File: config.mk
export PLATFORM = sky130hd
export DESIGN_NAME = algo_2rw_a56_tbl_init
export DESIGN_NICKNAME = d
export VERILOG_FILES = /design/src/rtl/algo_2rw_a56_tbl_init.sv
export SDC_FILE = /design/constraint.sdc
export NUM_CORES = 1
export LEC_CHECK = 0
export ABC_CLOCK_PERIOD_IN_PS = 4100
export CAP_MARGIN = 5
export CORE_AREA = 2 2 331 333
export CTS_BUF_LIST = sky130_fd_sc_hd__clkbuf_4
export CTS_CLUSTER_DIAMETER = 60
export DETAILED_ROUTE_END_ITERATION = 8
export DIE_AREA = 0 0 333 335
export SYNTH_ARGS = -nofsm -noshare
export SYNTH_HDL_FRONTEND = slang
export SYNTH_SLANG_ARGS = --single-unit
File: constraint.sdc
create_clock -name clk -period 4.1 [get_ports clk]
set_clock_uncertainty 0.15 [all_clocks]
set_input_delay 0.41 -clock clk [delete_from_list [all_inputs] [get_ports clk]]
set_output_delay 0.41 -clock clk [all_outputs]
set_load 0.01 [all_outputs]
File: src/rtl/algo_2rw_a56_tbl_init.sv
// Init sequencer for the 2rw_a56 map table (t2) and cache table (t3).
// After reset or an accepted reinit it writes the init value into every
// row of both tables through both write ports, waits out the SRAM
// write-to-read latency, then raises ready and hands the ports to the core.
module algo_2rw_a56_tbl_init #(
  parameter int                     NUMVROW     = 2048,
  parameter int                     BITVROW     = 11,
  parameter int                     SDOUT_WIDTH = 10,
  parameter int                     CDOUT_WIDTH = 71,
  parameter int                     SRAM_DELAY  = 2,
  parameter logic [SDOUT_WIDTH-1:0] T2_INITVAL  = '0,
  parameter logic [CDOUT_WIDTH-1:0] T3_INITVAL  = '0
) (
  input  logic                     clk,
  input  logic                     rst,
  input  logic                     reinit,
  // core side, t2
  input  logic [1:0]               core_t2_writeA,
  input  logic [2*BITVROW-1:0]     core_t2_addrA,
  input  logic [2*SDOUT_WIDTH-1:0] core_t2_dinA,
  input  logic [2*SDOUT_WIDTH-1:0] core_t2_bwA,
  input  logic [1:0]               core_t2_readB,
  input  logic [2*BITVROW-1:0]     core_t2_addrB,
  // core side, t3
  input  logic [1:0]               core_t3_writeA,
  input  logic [2*BITVROW-1:0]     core_t3_addrA,
  input  logic [2*CDOUT_WIDTH-1:0] core_t3_dinA,
  input  logic [2*CDOUT_WIDTH-1:0] core_t3_bwA,
  input  logic [1:0]               core_t3_readB,
  input  logic [2*BITVROW-1:0]     core_t3_addrB,
  // SRAM side, t2
  output logic [1:0]               t2_writeA,
  output logic [2*BITVROW-1:0]     t2_addrA,
  output logic [2*SDOUT_WIDTH-1:0] t2_dinA,
  output logic [2*SDOUT_WIDTH-1:0] t2_bwA,
  output logic [1:0]               t2_readB,
  output logic [2*BITVROW-1:0]     t2_addrB,
  // SRAM side, t3
  output logic [1:0]               t3_writeA,
  output logic [2*BITVROW-1:0]     t3_addrA,
  output logic [2*CDOUT_WIDTH-1:0] t3_dinA,
  output logic [2*CDOUT_WIDTH-1:0] t3_bwA,
  output logic [1:0]               t3_readB,
  output logic [2*BITVROW-1:0]     t3_addrB,
  // status
  output logic                     ready,
  output logic                     init_err
);

  typedef enum logic [1:0] {
    ST_INIT  = 2'd0,
    ST_DRAIN = 2'd1,
    ST_RDY   = 2'd2
  } state_t;

  // Drain counter must hold SRAM_DELAY; keep at least one bit when it is 0.
  localparam int DCW       = (SRAM_DELAY > 0) ? $clog2(SRAM_DELAY + 1) : 1;
  // Index of the row pair that contains row NUMVROW-1.
  localparam int LAST_PAIR = (NUMVROW - 1) / 2;

  state_t                  state_q, state_d;
  logic [BITVROW-1:0]      row_cnt_q, row_cnt_d;
  logic [DCW-1:0]          drain_cnt_q, drain_cnt_d;
  logic                    ready_q, ready_d;
  logic                    init_err_q, init_err_d;
  // One write-enable/address set drives both tables: t2 and t3 are
  // initialised row-for-row in lockstep.
  logic [1:0]              init_wr_q, init_wr_d;
  logic [2*BITVROW-1:0]    init_addr_q, init_addr_d;

  logic [BITVROW:0]        row1_w;
  logic                    port1_ok;
  logic                    last_pair;
  logic                    core_access;

  // Odd row of the current pair; one extra bit so NUMVROW itself is representable.
  assign row1_w      = {row_cnt_q, 1'b1};
  assign port1_ok    = (row1_w < (BITVROW + 1)'(NUMVROW));
  assign last_pair   = (row_cnt_q == BITVROW'(LAST_PAIR));
  assign core_access = (|core_t2_writeA) | (|core_t2_readB) |
                       (|core_t3_writeA) | (|core_t3_readB);

  // State, counters, init write registers and status flags.
  // NOTE: sequential state uses non-blocking assignments so every flop samples
  // pre-edge values; blocking here would create order-dependent simulation.
  always_ff @(posedge clk or posedge rst) begin
    if (rst) begin
      state_q     <= ST_INIT;
      row_cnt_q   <= '0;
      drain_cnt_q <= '0;
      ready_q     <= 1'b0;
      init_err_q  <= 1'b0;
      init_wr_q   <= '0;
      init_addr_q <= '0;
    end else begin
      state_q     <= state_d;
      row_cnt_q   <= row_cnt_d;
      drain_cnt_q <= drain_cnt_d;
      ready_q     <= ready_d;
      init_err_q  <= init_err_d;
      init_wr_q   <= init_wr_d;
      init_addr_q <= init_addr_d;
    end
  end

  // Next-state logic: walk row pairs, drain the SRAM latency, then hold ready.
  // NOTE: every variable gets a default before the case so no path leaves one
  // unassigned, which would otherwise infer a latch.
  always_comb begin
    state_d     = state_q;
    row_cnt_d   = row_cnt_q;
    drain_cnt_d = drain_cnt_q;
    ready_d     = ready_q;
    init_wr_d   = 2'b00;
    init_addr_d = init_addr_q;
    // Any core access while the tables are not yet valid is a sticky error.
    init_err_d  = init_err_q | (~ready_q & core_access);

    unique case (state_q)
      ST_INIT: begin
        ready_d     = 1'b0;
        init_wr_d   = {port1_ok, 1'b1};
        init_addr_d = {BITVROW'(row1_w), BITVROW'({row_cnt_q, 1'b0})};
        if (last_pair) begin
          state_d     = ST_DRAIN;
          drain_cnt_d = DCW'(SRAM_DELAY);
        end else begin
          row_cnt_d = row_cnt_q + 1'b1;
        end
      end

      ST_DRAIN: begin
        if (drain_cnt_q == '0) begin
          state_d = ST_RDY;
          ready_d = 1'b1;
        end else begin
          drain_cnt_d = drain_cnt_q - 1'b1;
        end
      end

      ST_RDY: begin
        ready_d = 1'b1;
        // Only honoured here; a reinit during INIT/DRAIN falls through untouched.
        if (reinit) begin
          state_d    = ST_INIT;
          row_cnt_d  = '0;
          ready_d    = 1'b0;
          init_err_d = 1'b0;
        end
      end

      default: begin
        state_d = ST_INIT;
        ready_d = 1'b0;
      end
    endcase
  end

  // Port mux: core passes straight through once ready, sequencer owns writes before.
  // Read addresses always follow the core so a read issued at the handover
  // edge already points at the right row.
  always_comb begin
    t2_writeA = core_t2_writeA;
    t2_addrA  = core_t2_addrA;
    t2_dinA   = core_t2_dinA;
    t2_bwA    = core_t2_bwA;
    t2_readB  = core_t2_readB;
    t2_addrB  = core_t2_addrB;
    t3_writeA = core_t3_writeA;
    t3_addrA  = core_t3_addrA;
    t3_dinA   = core_t3_dinA;
    t3_bwA    = core_t3_bwA;
    t3_readB  = core_t3_readB;
    t3_addrB  = core_t3_addrB;
    if (!ready_q) begin
      t2_writeA = init_wr_q;
      t2_addrA  = init_addr_q;
      t2_dinA   = {2{T2_INITVAL}};
      t2_bwA    = '1;
      t2_readB  = 2'b00;
      t3_writeA = init_wr_q;
      t3_addrA  = init_addr_q;
      t3_dinA   = {2{T3_INITVAL}};
      t3_bwA    = '1;
      t3_readB  = 2'b00;
    end
  end

  assign ready    = ready_q;
  assign init_err = init_err_q;

endmodule

==> results of run 1 <==
-- cell usage after synthesis (all sizes together) --
cell     count
a21o         1
a21oi        3
a221o        1
a22o         1
a22oi        1
a2bb2oi      1
a31o         1
a31oi        5
a41o         1
a41oi        1
and2       171
and3         1
and4         2
buf         47
clkbuf      46
dfrtp       30
ha           6
inv          9
mux2        12
mux2i        1
nand2       99
nand2b     176
nand3        2
nand3b       1
nand4        3
nor2         4
nor2b        3
nor3         2
nor4         2
o211ai       3
o21a         1
o21ai        9
o311a        1
o31ai        4
o41ai        2
or2          1
or3          1
or4          1
-- kinds of logic after synthesis --
| family | after synthesis |
|---|---|
| compound gates | 36 |
| fa+ha+maj | 6 |
| buf+inv | 102 |
| flops | 30 |
| mux | 13 |
| simple gates | 469 |
-- final cells by class --
| class | count | share of cell area (%) |
|---|---|---|
| Inverter | 9 | 0.251 |
| Clock buffer | 6 | 0.334 |
| Timing Repair Buffer | 761 | 56.7 |
| Clock inverter | 2 | 0.0650 |
| Multi-Input combinational cell | 524 | 23.6 |
| Tap cell | 1414 | 13.1 |
| Antenna cell | 14 | 0.260 |
| Sequential cell | 30 | 5.60 |
-- tightest hold or removal path, stage by stage --
cell and delay (ps):
clkdlybuf4s50_1 390, inv_1 50, buf_4 340
-- power groups by stage --
stage               logic [mW]  clock network [mW]  registers [mW]
floorplan                 1.82                   0           0.471
global placement          4.68                   0           0.601
detailed placement        4.67                   0           0.598
CTS                       4.71               0.179           0.594
global route              4.89               0.193           0.615
finish                    4.59               0.172           0.584
-- worst paths after layout --
path,end,cells past startpoint,start,slack [ps]
max,t3_dinA[139],3,ready,910
min,drain_cnt_q[1],3,rst,310
max reg2reg,state_q[0],5,row_cnt_q[0],1820
min reg2reg,init_addr_q[11],1,init_addr_q[11],330
max in group asynchronous,ready,3,rst,3170
min in group clk,init_addr_q[11],1,init_addr_q[11],330
-- state kept, by name, indices dropped and copies added (netlist names) --
register and cells:
drain_cnt_q 2, init_addr_q 11, row_cnt_q 11, ready 1
init_wr_q 2, init_err 1, state_q 2
-- through the flow --
step | worst slack (ps) | instance area (um2) | hold WS [ps] | utilization [%] | total power, mW
6_report | 906 | 13500 | 308 | 12.5 | 5.34
2_1_floorplan | 2050 | 4500 | 288 | - | 2.29
5_1_grt | 706 | 13400 | 353 | 12.4 | 5.70
3_3_place_gp | 1200 | 13400 | 305 | 12.4 | 5.28
3_5_place_dp | 1180 | 13400 | 308 | 12.4 | 5.27
4_1_cts | 805 | 13400 | 320 | 12.4 | 5.48
-- metal layers --
metal  vias to the layer above  track usage [%]  routed length (um)
met5                         -                0                 596
met4                        96             1.12                 784
met3                       119             10.8               14900
met2                       640             19.3               31800
met1                      3463             14.1               27600
li1                       3352                -                   -
==> impl_metrics.py, run 1 <==
metrics = {
    "synthesis": {
        "synth_top_family_by_area": "simple AND/OR/NAND/NOR gates",
        "synth.mux.area_fraction_pct": 3.40,
        "synth.area.top_cells": "nand2b_1, and2_1, dfrtp_1",
        "synth_compound_area_share_pct": 6.04,
        "synth.net_count": 1085,
        "yosysTopAreaCell": "nand2b_1",
        "syn_avg_cell_area_um2": 6.85,
        "netlist.area_leader.share_pct": 24.5,
        "yosysUniqueCellTypes": 48,
        "ys_seq_area_share_pct": 16.7,
        "yosys.area_share.simple_pct": 59.8,
        "synth_fa_ha_area_share_pct": 1.67,
        "synth_seq_cells": 30,
        "syn_inst": 656,
        "yosysWarnings": 0,
        "synth_xor_area_share_pct": 0,
        "syn_area_um2": 4500,
    },
    "grt": {
        "gr-total-overflow": 0,
        "antenna_found_initial": 97,
        "grt_pass1_vias": 7434,
        "grt_use_total_pct": 12.8,
        "grt_max_degree": 127,
        "grt_first_pass_wirelength_um": 90300,
    },
    "timing": {
        "clock.fmax_mhz": 313,
        "setup_viol": 0,
        "setup_tns_ps": 0,
        "slew_headroom_pct": 50.0,
        "period_minus_slack_ps": 3190,
        "hold_viol_final": 0,
        "tightest_slew_ps": 751,
        "fin_crit_sh_pct": 77.9,
        "rsz0062_at_grt": "no",
        "slew_viol_final": 0,
    },
    "placed_design": {
        "dp.cells": 2738,
        "dp_hpwl_um": 70000,
        "routabilityCongestion": 0.863,
        "io_buffers": 756,
    },
    "drt": {
        "drtPass1Iterations": 7,
        "avgRoutedWirePerCell_um": 27.4,
        "vias": 7670,
        "drcViolationCount": 0,
        "ant_nets": 0,
        "avgViaCountPerCell": 2.78,
        "drtIter0Drc": 328,
        "wl_um": 75700,
    },
    "pwr": {
        "power_frac_seq_pct": 10.9,
        "cellLeakagePower_nw": 4.65,
        "power_frac_comb_pct": 85.9,
        "p_clk_share_pct": 3.2,
        "internal-power_mw": 2.84,
        "switching_share_pct": 46.9,
        "ir_worst_vdd_mv": 0.347,
        "powerDensity_nw_per_um2": 396,
        "switchingPower_mw": 2.51,
    },
    "die": {
        "die_area_um2": 112000,
        "dieWidth_um": 333,
        "initial_core_util_pct": 4.16,
        "io_pins": 845,
        "rows": 121,
        "core_um2": 108000,
        "die-height_um": 335,
    },
    "flow_run": {
        "cap_violations": 0,
    },
    "cts": {
        "clock-sinks": 30,
        "hold_buffers": 0,
        "numCtsBuffers": 5,
        "cts-root-buf": "clkbuf_4",
        "htreeDepth": 2,
        "post_cts_buffers": 0,
        "post_cts_resized": 0,
        "cts_tree": "yes",
        "cts.path.max_buffers": 2,
        "clk-insertion-delay-late_ps": 330,
        "clk_pin_slew_ps": 90,
    },
    "critical_path": {
        "worstPathRequired_ps": 3540,
        "slowest_stage": "dfrtp_4",
        "critPathMaxStageDelay_ps": 900,
        "worst_setup_path_start_kind": "flip-flop",
        "worst_ep_arrival_time_ps": 2630,
        "end_kind": "primary output",
        "worstPathMaxFanout": 126,
        "crit_buf_inv": 2,
        "crit_chain": "buf_12, and2_1, clkdlybuf4s50_1",
        "crit_family": "buffers and inverters",
        "worst-setup-path-type": "reg2out",
    },
    "layout": {
        "regArea_um2": 754,
        "nets": 1760,
        "layout_common_cells": "clkdlybuf4s50_1, nand2b_1, and2_1, nand2_1, dfrtp_1",
        "multi_input_area_um2": 3190,
        "drive_gt1_share_pct": 2.48,
        "fillers": 12500,
        "finalNonFillerCells": 2760,
        "syn2layout_area_growth_pct": 200,
        "layout_commonest_cell": "clkdlybuf4s50_1",
    },
    "status": {
        "status": "completed",
    },
    "hold_path": {
        "hp-class": "in2async",
    },
}
Power figures use the tool's default switching activity.
==> inputs of run 2 (changes only) <==
- ABC_CLOCK_PERIOD_IN_PS: 4100 -> 3000
- CORE_AREA: 2 2 331 333 -> 2 2 329 331
- DIE_AREA: 0 0 333 335 -> 0 0 331 333
- clock period: 4.1 -> 3 ns (I/O delays scaled with it)
==> run 2 against run 1 <==
Against the previous run:
- hold slack got worse by 28 ps
- combinational power increased by 50%
- critical path depth up 2
- largest power group unchanged
==> impl_metrics.py, run 2 (same netlist as run 1, synthesis figures left out) <==
metrics = {
    "status": {
        "status": "completed",
    },
    "drt": {
        "wl_um": 82600,
        "drcViolationCount": 0,
        "avgViaCountPerCell": 2.76,
        "drtIter0Drc": 350,
        "drtPass1Iterations": 5,
        "vias": 7662,
        "avgRoutedWirePerCell_um": 29.8,
        "ant_nets": 0,
    },
    "timing": {
        "slew_headroom_pct": 44.4,
        "whs_ps": 279,
        "rsz0062_at_grt": "no",
        "hold_viol_final": 0,
        "setup_tns_ps": 0,
        "period_minus_slack_ps": 2750,
        "fin_crit_sh_pct": 91.7,
        "tightest_slew_ps": 834,
        "setup_viol": 0,
        "clock.fmax_mhz": 363,
        "slew_viol_final": 0,
    },
    "cts": {
        "cts_tree": "yes",
        "clk-insertion-delay-late_ps": 340,
        "htreeDepth": 2,
        "post_cts_resized": 0,
        "numCtsBuffers": 5,
        "post_cts_buffers": 0,
        "cts-root-buf": "clkbuf_4",
        "hold_buffers": 0,
        "clk_pin_slew_ps": 90,
        "clock-sinks": 30,
        "cts.path.max_buffers": 2,
    },
    "grt": {
        "grt_first_pass_wirelength_um": 97400,
        "antenna_found_initial": 98,
        "grt_use_total_pct": 14.2,
        "gr-total-overflow": 0,
        "grt_pass1_vias": 7586,
        "grt_max_degree": 73,
    },
    "layout": {
        "layout_commonest_cell": "clkdlybuf4s50_1",
        "fillers": 12300,
        "drive_gt1_share_pct": 9.45,
        "syn2layout_area_growth_pct": 211,
        "reg_top3": "init_addr_q: 11 flops, row_cnt_q: 11 flops",
        "nets": 1773,
        "layout_common_cells": "clkdlybuf4s50_1, nand2b_1, and2_1, nand2_1, buf_4",
    },
    "placed_design": {
        "io_buffers": 756,
        "dp_hpwl_um": 77600,
        "routabilityCongestion": 0.861,
    },
    "critical_path": {
        "worst_ep_arrival_time_ps": 2300,
        "r2r.worst_path.cells": 5,
        "end_kind": "primary output",
        "worst-setup-path-type": "reg2out",
        "worstPathRequired_ps": 2550,
        "worstPathMaxFanout": 47,
        "worst_setup_path_start_kind": "flip-flop",
    },
    "hold_path": {
        "hp-class": "in2async",
    },
    "pwr": {
        "ir_worst_vdd_mv": 0.430,
        "powerDensity_nw_per_um2": 569,
        "cellLeakagePower_nw": 4.93,
    },
    "die": {
        "die-height_um": 333,
        "rows": 120,
        "initial_core_util_pct": 4.22,
        "io_pins": 845,
        "dieWidth_um": 331,
        "die_area_um2": 110000,
        "core_um2": 107000,
    },
    "flow_run": {
        "cap_violations": 0,
    },
}
[run 2: changes by cell type in the layout (fill, tap and decap cells not counted), sizes merged]
cell and change:
diode +11, clkdlybuf4s50 -82, buf +95, clkbuf -1
bufinv +1, clkinv -1
[run 2: metrics by stage]
stage               setup WS, ps  total power, mW  instance area (um2)  instances  utilization, %
floorplan                    954             3.12                 4500        656               -
global placement             633             7.78                13800       2740            13.0
detailed placement           589             7.80                13800       2740            13.0
CTS                          190             8.17                13900       2747            13.0
global route                95.3             8.43                13900       2747            13.0
finish                       249             7.94                14000       2772            13.1
[run 2: layer usage]
layer / global-route usage (%) / share of wire, % / vias to the layer above
li1: - / - / 3391
met5: 0 / 0.80 / -
met4: 0.556 / 0.56 / 100
met3: 10.4 / 17 / 135
met1: 13.9 / 33 / 3450
met2: 25.1 / 49 / 586
[run 2: path summary, 6_finish.rpt]
check | start | to | slack [ps]
setup reg to reg | row_cnt_q[0] | state_q[0] | 690
hold / removal | rst | drain_cnt_q[0] | 280
setup / recovery | ready | t3_bwA[54] | 250
hold reg to reg | init_addr_q[11] | init_addr_q[11] | 330
min in group clk | init_addr_q[11] | init_addr_q[11] | 330
max in group asynchronous | rst | init_addr_q[14] | 1770
[run 2: critical path: stages (launching register included)]
cell and delay, ps:
dfrtp_4 700, buf_12 240, buf_12 170, buf_12 210, nand2b_1 100, clkdlybuf4s50_1 490
[run 2: layout make-up]
cell class              count  area (um2)  share of cell area, %
multi-input cells         524        3190                   22.8
diodes                     25        62.6                  0.448
clock inverters             2        33.8                  0.242
repair buffers            774        8100                   58.0
well taps                1403        1760                   12.6
flip-flops and latches     30         754                   5.40
inverters                   9        33.8                  0.242
clock buffers               5        37.5                  0.269
[run 2: report_power, final]
group / switching (mW) / internal [mW] / total [mW] / leakage, nW
Sequential: 0.190 / 0.549 / 0.740 / 0.382
Combinational: 3.35 / 3.54 / 6.89 / 4.51
Clock: 0.142 / 0.168 / 0.310 / 0.0389
